## src/rtl/fifo_pkg.sv

```systemverilog
// Shared async-FIFO definitions: default sizing and Gray/binary conversion helpers.
package fifo_pkg;

  localparam int unsigned ADDR_SIZE_DEF    = 4;
  localparam int unsigned DEPTH            = 1 << ADDR_SIZE_DEF;
  localparam int unsigned AFULL_MARGIN_DEF = 2;

  // Conversions work on 32-bit zero-extended values, so any width up to 32 is
  // handled correctly; callers cast the result back to their pointer width.
  localparam int unsigned CONV_W = 32;

  // Binary to reflected Gray code.
  function automatic logic [CONV_W-1:0] bin2gray(input logic [CONV_W-1:0] b);
    return b ^ (b >> 1);
  endfunction

  // Gray to binary: prefix XOR from the MSB downward.
  function automatic logic [CONV_W-1:0] gray2bin(input logic [CONV_W-1:0] g);
    logic [CONV_W-1:0] b;
    b = g;
    for (int i = CONV_W - 2; i >= 0; i--) begin
      b[i] = b[i+1] ^ g[i];
    end
    return b;
  endfunction

endpackage

```

## src/rtl/gray_to_bin.sv

```systemverilog
// Combinational Gray-to-binary converter, shared by both FIFO pointer domains.
module gray_to_bin
  import fifo_pkg::*;
#(
  parameter int unsigned W = 5
) (
  input  logic [W-1:0] gray,
  output logic [W-1:0] bin
);

  // Widen into the shared helper and trim back to the pointer width.
  always_comb begin
    bin = W'(gray2bin(CONV_W'(gray)));
  end

endmodule

```

## src/rtl/w_ptr_full_level.sv

```systemverilog
// Write-side pointer, full, almost-full, fill level and sticky overflow for an async FIFO.
module w_ptr_full_level
  import fifo_pkg::*;
#(
  parameter int unsigned ADDR_SIZE    = ADDR_SIZE_DEF,
  parameter int unsigned AFULL_MARGIN = AFULL_MARGIN_DEF
) (
  input  logic                 w_clk,
  input  logic                 w_rst_n,
  input  logic [ADDR_SIZE:0]   w_syn_r_gray,
  input  logic                 w_inc,
  input  logic                 w_clr_ovf,
  output logic                 w_en,
  output logic [ADDR_SIZE-1:0] w_addr,
  output logic [ADDR_SIZE:0]   w_gray,
  output logic                 w_full,
  output logic                 w_almost_full,
  output logic [ADDR_SIZE:0]   w_level,
  output logic                 w_overflow
);

  localparam int unsigned PTR_W   = ADDR_SIZE + 1;
  localparam int unsigned W_DEPTH = 1 << ADDR_SIZE;
  localparam int unsigned AF_THR  = W_DEPTH - AFULL_MARGIN;

  // Reject margins that would make almost-full constant.
  if (AFULL_MARGIN < 1 || AFULL_MARGIN > W_DEPTH - 1) begin : g_bad_margin
    $error("w_ptr_full_level: AFULL_MARGIN must be in 1..DEPTH-1");
  end

  logic [PTR_W-1:0] w_bin;
  logic [PTR_W-1:0] w_bin_next;
  logic [PTR_W-1:0] w_gray_next;
  logic [PTR_W-1:0] r_bin_syn;
  logic [PTR_W-1:0] level_val;
  logic             full_val;
  logic             afull_val;
  logic             ovf_next;

  // Synchronised read pointer back to binary for the level subtraction.
  gray_to_bin #(.W(PTR_W)) u_r_g2b (
    .gray (w_syn_r_gray),
    .bin  (r_bin_syn)
  );

  // A write is accepted only when not already full.
  assign w_en   = w_inc & ~w_full;
  assign w_addr = w_bin[ADDR_SIZE-1:0];

  // Next pointer and flag values; full/level look at the post-write pointer
  // so the flag rises on the edge that accepts the last free slot.
  always_comb begin
    w_bin_next  = '0;
    w_gray_next = '0;
    level_val   = '0;
    full_val    = 1'b0;
    afull_val   = 1'b0;
    ovf_next    = w_overflow;

    w_bin_next  = w_bin + PTR_W'(w_en);
    w_gray_next = PTR_W'(bin2gray(CONV_W'(w_bin_next)));
    full_val    = (w_gray_next == {~w_syn_r_gray[ADDR_SIZE:ADDR_SIZE-1],
                                   w_syn_r_gray[ADDR_SIZE-2:0]});
    level_val   = w_bin_next - r_bin_syn;
    afull_val   = (level_val >= PTR_W'(AF_THR));

    // Set wins over clear when both happen in one cycle.
    if (w_inc && w_full) begin
      ovf_next = 1'b1;
    end else if (w_clr_ovf) begin
      ovf_next = 1'b0;
    end
  end

  // Pointer and status registers.
  always_ff @(posedge w_clk or negedge w_rst_n) begin
    if (!w_rst_n) begin
      w_bin         <= '0;
      w_gray        <= '0;
      w_full        <= 1'b0;
      w_almost_full <= 1'b0;
      w_level       <= '0;
      w_overflow    <= 1'b0;
    end else begin
      w_bin         <= w_bin_next;
      w_gray        <= w_gray_next;
      w_full        <= full_val;
      w_almost_full <= afull_val;
      w_level       <= level_val;
      w_overflow    <= ovf_next;
    end
  end

endmodule

```

## config.mk

```make
export PLATFORM = sky130hd
export DESIGN_NAME = w_ptr_full_level
export DESIGN_NICKNAME = d
export VERILOG_FILES = /design/src/rtl/fifo_pkg.sv /design/src/rtl/gray_to_bin.sv /design/src/rtl/w_ptr_full_level.sv
export SDC_FILE = /design/constraint.sdc
export NUM_CORES = 1
export LEC_CHECK = 0
export CAP_MARGIN = 20
export CORE_UTILIZATION = 40
export CTS_BUF_LIST = sky130_fd_sc_hd__clkbuf_4 sky130_fd_sc_hd__clkbuf_8
export DETAILED_ROUTE_END_ITERATION = 10
export MAX_ROUTING_LAYER = met4
export PLACE_DENSITY = 0.71
export SLEW_MARGIN = 20
export SYNTH_ARGS = -nofsm -noshare
export SYNTH_HDL_FRONTEND = slang
export SYNTH_SLANG_ARGS = --single-unit
```

## constraint.sdc

```tcl
create_clock -name w_clk -period 2.2 [get_ports w_clk]
set_input_delay 0.44 -clock w_clk [delete_from_list [all_inputs] [get_ports w_clk]]
set_output_delay 0.44 -clock w_clk [all_outputs]
set_load 0.01 [all_outputs]
```

# Yosys cells after proc, flatten, opt, wreduce, memory -nomap -nowiden
# Cells that the tools add are included.
totals:
  ff_bits: 18
  word_cells: 22
op_classes:
  n_bitwise: 8
  n_eq_ne: 1
  n_reduce_logical: 2
  mux: 2
  n_lt_le_gt_ge: 1
  n_addsub: 2
op_table:
  columns: ["op", "count"]
  rows:
  - ["$add 5x1->5", 1]
  - ["$eq 5x5->1", 1]
  - ["$ge 5x4->1 const B", 1]
  - ["$sub 5x5->5", 1]
  - ["$xor 5x4->5", 1]
  - ["$xor 1x1->1", 4]
  - ["$mux 1", 2]
  - ["$not 2->2", 1]
  - ["$reduce_bool 2->1", 1]
  - ["$and 1x1->1", 1]
  - ["$logic_and 1x1->1", 1]
  - ["$not 1->1", 1]

# Logic depth before layout (Yosys ltp)
logic_depth:
  word_depth: 6
  mapped_depth: 10
  ltp_nobuf: 10

# Hierarchy
# Synthesis repeated with hierarchy kept, for this count alone.
unflattened:
  hier_cells: 84
  hier_area_um2: 947.2
by_module_without_submodules:
  columns: ["mod", "seq_area_each_um2", "instances", "cells_each", "area_each_um2"]
  rows:
  - ["w_ptr_full_level", 425.4, 1, 78, 874.6]
  - ["gray_to_bin", 0.0, 1, 6, 72.6]

# Least setup slack after synthesis
# Ideal clock, no wire load.
synth_timing:
  path_type: "input to register"
  from: "input w_inc"
  to: "register w_almost_full"
  arrival_time_ps: 2378
  path_stages: 9
  path_slack_ps: -293
  setup_time_ps: 116
  t_required_ps: 2084
  cell_sequence: "nor2b_1 > ha_1 > xnor2_1 > inv_1 > ha_1 > nor2b_1 > o21ai_0 > a21boi_0 > o311ai_0"
synth_via:
  elab_chain_cells: 4
synth_rtl:
  columns: ["item", "line", "rtl"]
  rows:
  - ["start, declared", "w_ptr_full_level.sv:11", "input logic w_inc,"]
  - ["$and 1x1->1", "w_ptr_full_level.sv:47", "assign w_en = w_inc & ~w_full;"]
  - ["$add 5x1->5", "w_ptr_full_level.sv:60", "w_bin_next = w_bin + PTR_W'(w_en);"]
  - ["named net w_bin_next[1]", "w_ptr_full_level.sv:32", "logic [PTR_W-1:0] w_bin_next;"]
  - ["$sub 5x5->5", "w_ptr_full_level.sv:64", "level_val = w_bin_next - r_bin_syn;"]
  - ["$ge 5x4->1", "w_ptr_full_level.sv:65", "afull_val = (level_val >= PTR_W'(AF_THR));"]
  - ["named net afull_val", "w_ptr_full_level.sv:37", "logic afull_val;"]
  - ["end signal, assigned", "w_ptr_full_level.sv:88", "w_almost_full <= afull_val;"]
  - ["end, declared", "w_ptr_full_level.sv:17", "output logic w_almost_full,"]
# The timed path passes the listed nets, and every way through them passes these cells.
# A chain may end at the register's enable or synchronous reset.

# Final worst setup path
layout_timing:
  from: "input w_syn_r_gray[4]"
  to: "register w_almost_full"
layout_via:
  elab_chain_cells: 6
layout_rtl:
  columns: ["item", "line", "rtl"]
  rows:
  - ["start, declared", "w_ptr_full_level.sv:10", "input logic [ADDR_SIZE:0] w_syn_r_gray,"]
  - ["$xor 1x1->1 (4 in series)", "fifo_pkg.sv:22", "b[i] = b[i+1] ^ g[i];"]
  - ["$sub 5x5->5 *", "w_ptr_full_level.sv:64", null]
  - ["$ge 5x4->1 *", "w_ptr_full_level.sv:65", null]
  - ["named net afull_val", "w_ptr_full_level.sv:37", null]
# The timed path passes the listed nets; every way through them passes the cells marked *.

==> metrics <==
status=complete, no violations; layout cells sized above 1=42.8%; met3 usage=3.87%; Total GRT Usage=20.9%; largest net degree at the start of global routing=18; Post-DP HPWL=1450 um; Unique masters post-synth=30; CP Launch Type=primary input; Chip Width=51.2 um; maxcap violations=0; Max Freq=0.457 GHz; final hold slack=457 ps; Vias/cell=4.72; Setup CP Type=primary input to flip-flop; Top FF cell, synth=dfrtp_1; worst reg2reg path endpoint=w_almost_full; #FFs+latches synth=17; First DRT Iteration DRCs=10; Area Growth Syn to Fin=71.4%; Syn Nets=98; first-pass GRT wire length=3590 um; placed cell count=156; die height=51.2 um; clock buffer depth=2; fill count=160; Clock Skew=5.35 ps; number of synthesized flops with an enable pin=0; Setup-failing EPs final=0; share of the synthesized area in the top cell type=43.9%; P_leak=0.745 nW; Placer Congestion=0.825; DRC violation count after routing=0; crit end category=flip-flop; pwr dens=1810 nW/um^2; Site Rows=17; setup TNS=0 ps; met2 Use GR=32.9%; initial antenna violation count=0; Mapped Avg Cell Area=11.8 um^2; Seq/Total Area, Yosys=43.9%; Rel. slew slack=73.6%; Synth Warn #=0; Critical Path Fanout Max=2; fraction of registers with async set/reset=100%; worst r2r src=w_full; TritonCTS buffer count=3; CP required=2360 ps; core region area=2250 um^2; minimum clock period after layout=2190 ps; Post-Syn Instances=82; Skew-Pair Late Insertion Delay=300 ps; Ant. Diodes=0; TritonCTS clock tree=done; H-tree Lvls=1; routed wire length per instance=13.6 um; die area=2620 um^2; total wire length=2260 um; total gr overflow=0; met1 Track Usage GR=23.5%; root buffer cell=clkbuf_4; r2r worst-path depth=8; I/O pins=27; Reg clk slew, reported paths=100 ps; Max Slew Vio Count=0; first drt pass iteration count=2; top cells by area, synth=dfrtp_1 44%, xnor2_1 12%, ha_1 7.8%; Post-layout nets=155; mapped cell area=968 um^2; VDD IR max=0.00131 V; dominant cell type by area after synthesis=dfrtp_1; via count=783; HP Class=primary input to asynchronous set/reset pin; Critical Path AT=2350 ps; clk sink count=17; vias in the first global route=812; grt peak-use layer=met2; PortBufs=26; Final Cycle Share=99.5%; Antenna Nets Post-Route=0; Layout Cells excl Fill=166; Slew @ Worst Pin=396 ps; initial core utilization=43.0%; Hold Fails Final Rpt=0; reg2reg setup slack=30 ps
==> through the flow <==
stage          power (mW)  util, %  setup WS, ps  instance area, um^2
3_5_place_dp         2.38     65.6          -735                 1480
2_1_floorplan        1.59        -         -75.9                 1030
6_report             3.00     73.6          10.6                 1660
3_3_place_gp         2.36     65.6          -662                 1480
5_1_grt              3.22     73.6         -74.4                 1660
4_1_cts              2.86     72.1         0.547                 1630
==> cells by family (layout without fill, tap and decap cells) <==
group,count (synthesis),count (layout),synth area share [%]
buf+inv,10,66,4.13
fa+ha+maj,7,7,9.82
simple gates,17,17,11.1
xor+xnor,21,21,23.5
flops,17,17,43.9
compound gates,10,10,7.49
==> state kept, by name, summed over array words and instances, names as in the netlist <==
name	cells
w_full	1
w_gray	4
w_almost_full	1
w_bin	5
w_overflow	1
w_level	5
==> cells in the mapped netlist, drive strengths merged, types with 2 or more instances <==
master,count
nor2b,3
o21ai,3
inv,8
xnor2,14
dfrtp,17
ha,6
a21boi,2
nand2b,2
nand2,4
xor2,5
==> area by class of cell <==
class / count / area, um^2 / share of cell area [%]
Inverter: 8 / 30.0 / 1.81
Clock buffer: 4 / 30.0 / 1.81
Multi-Input combinational cell: 55 / 671 / 40.4
Sequential cell: 17 / 425 / 25.6
Timing Repair Buffer: 54 / 469 / 28.3
Tap cell: 28 / 35.0 / 2.11
==> what timing repair did <==
| action | in CTS | in global routing |
|---|---|---|
| setup buffers | 5 | 1 |
| hold buffers | 0 | 0 |
| pin swaps | 12 | 9 |
| gates resized for setup | 29 | 5 |
| endpoints found under the setup margin | 5 | 2 |
| hold endpoints to repair | 0 | 0 |
==> layer usage <==
metal  part of all wire [%]  wire length, um
met3                    4.3               98
met2                     51             1140
met1                     42              939
met4                    3.4               76
met5                      0                0
==> worst max-delay path, cell delays in order <==
cell      delay [ps]
buf_6            110
xnor2_4          180
xor2_2           210
xor2_2           210
xnor2_2          150
ha_4             170
fa_2             220
nand2b_4         130
a21boi_2          50
o21ai_0          310
o311ai_2         160
==> where the power goes <==
part	total (mW)	leakage, nW	switching [mW]	internal, mW
clock	0.185	0.0184	0.102	0.0832
combinational	2.18	0.524	0.873	1.30
sequential	0.642	0.203	0.155	0.486
==> cell usage in the layout, fill, tap and decap left out, types with 2 or more instances in the layout <==
cell type | netlist | routed
inv_1 | 8 | 7
xor2_2 | 1 | 3
dfrtp_1 | 17 | 17
ha_4 | 0 | 4
ha_1 | 6 | 2
xnor2_1 | 13 | 9
xor2_1 | 4 | 2
buf_6 | 0 | 2
dlygate4sd2_1 | 0 | 3
clkdlybuf4s50_1 | 0 | 21
nor2b_1 | 3 | 2
nand2_1 | 4 | 4
xnor2_2 | 1 | 4
o21ai_0 | 3 | 2
clkbuf_4 | 0 | 4
buf_4 | 0 | 28
==> worst max-delay path by stage <==
| stage | startpoint | end | slack (ps) | cells after the start |
|---|---|---|---|---|
| global placement | w_syn_r_gray[4] | w_almost_full | -660 | 11 |
| finish | w_syn_r_gray[4] | w_almost_full | 10 | 11 |
| floorplan | w_syn_r_gray[4] | w_almost_full | -80 | 10 |
| detailed placement | w_syn_r_gray[4] | w_almost_full | -740 | 11 |
| global route | w_syn_r_gray[4] | w_almost_full | -70 | 11 |
| CTS | w_syn_r_gray[4] | w_almost_full | 0.5 | 11 |
Note: power is estimated with default switching activity, not from simulation.
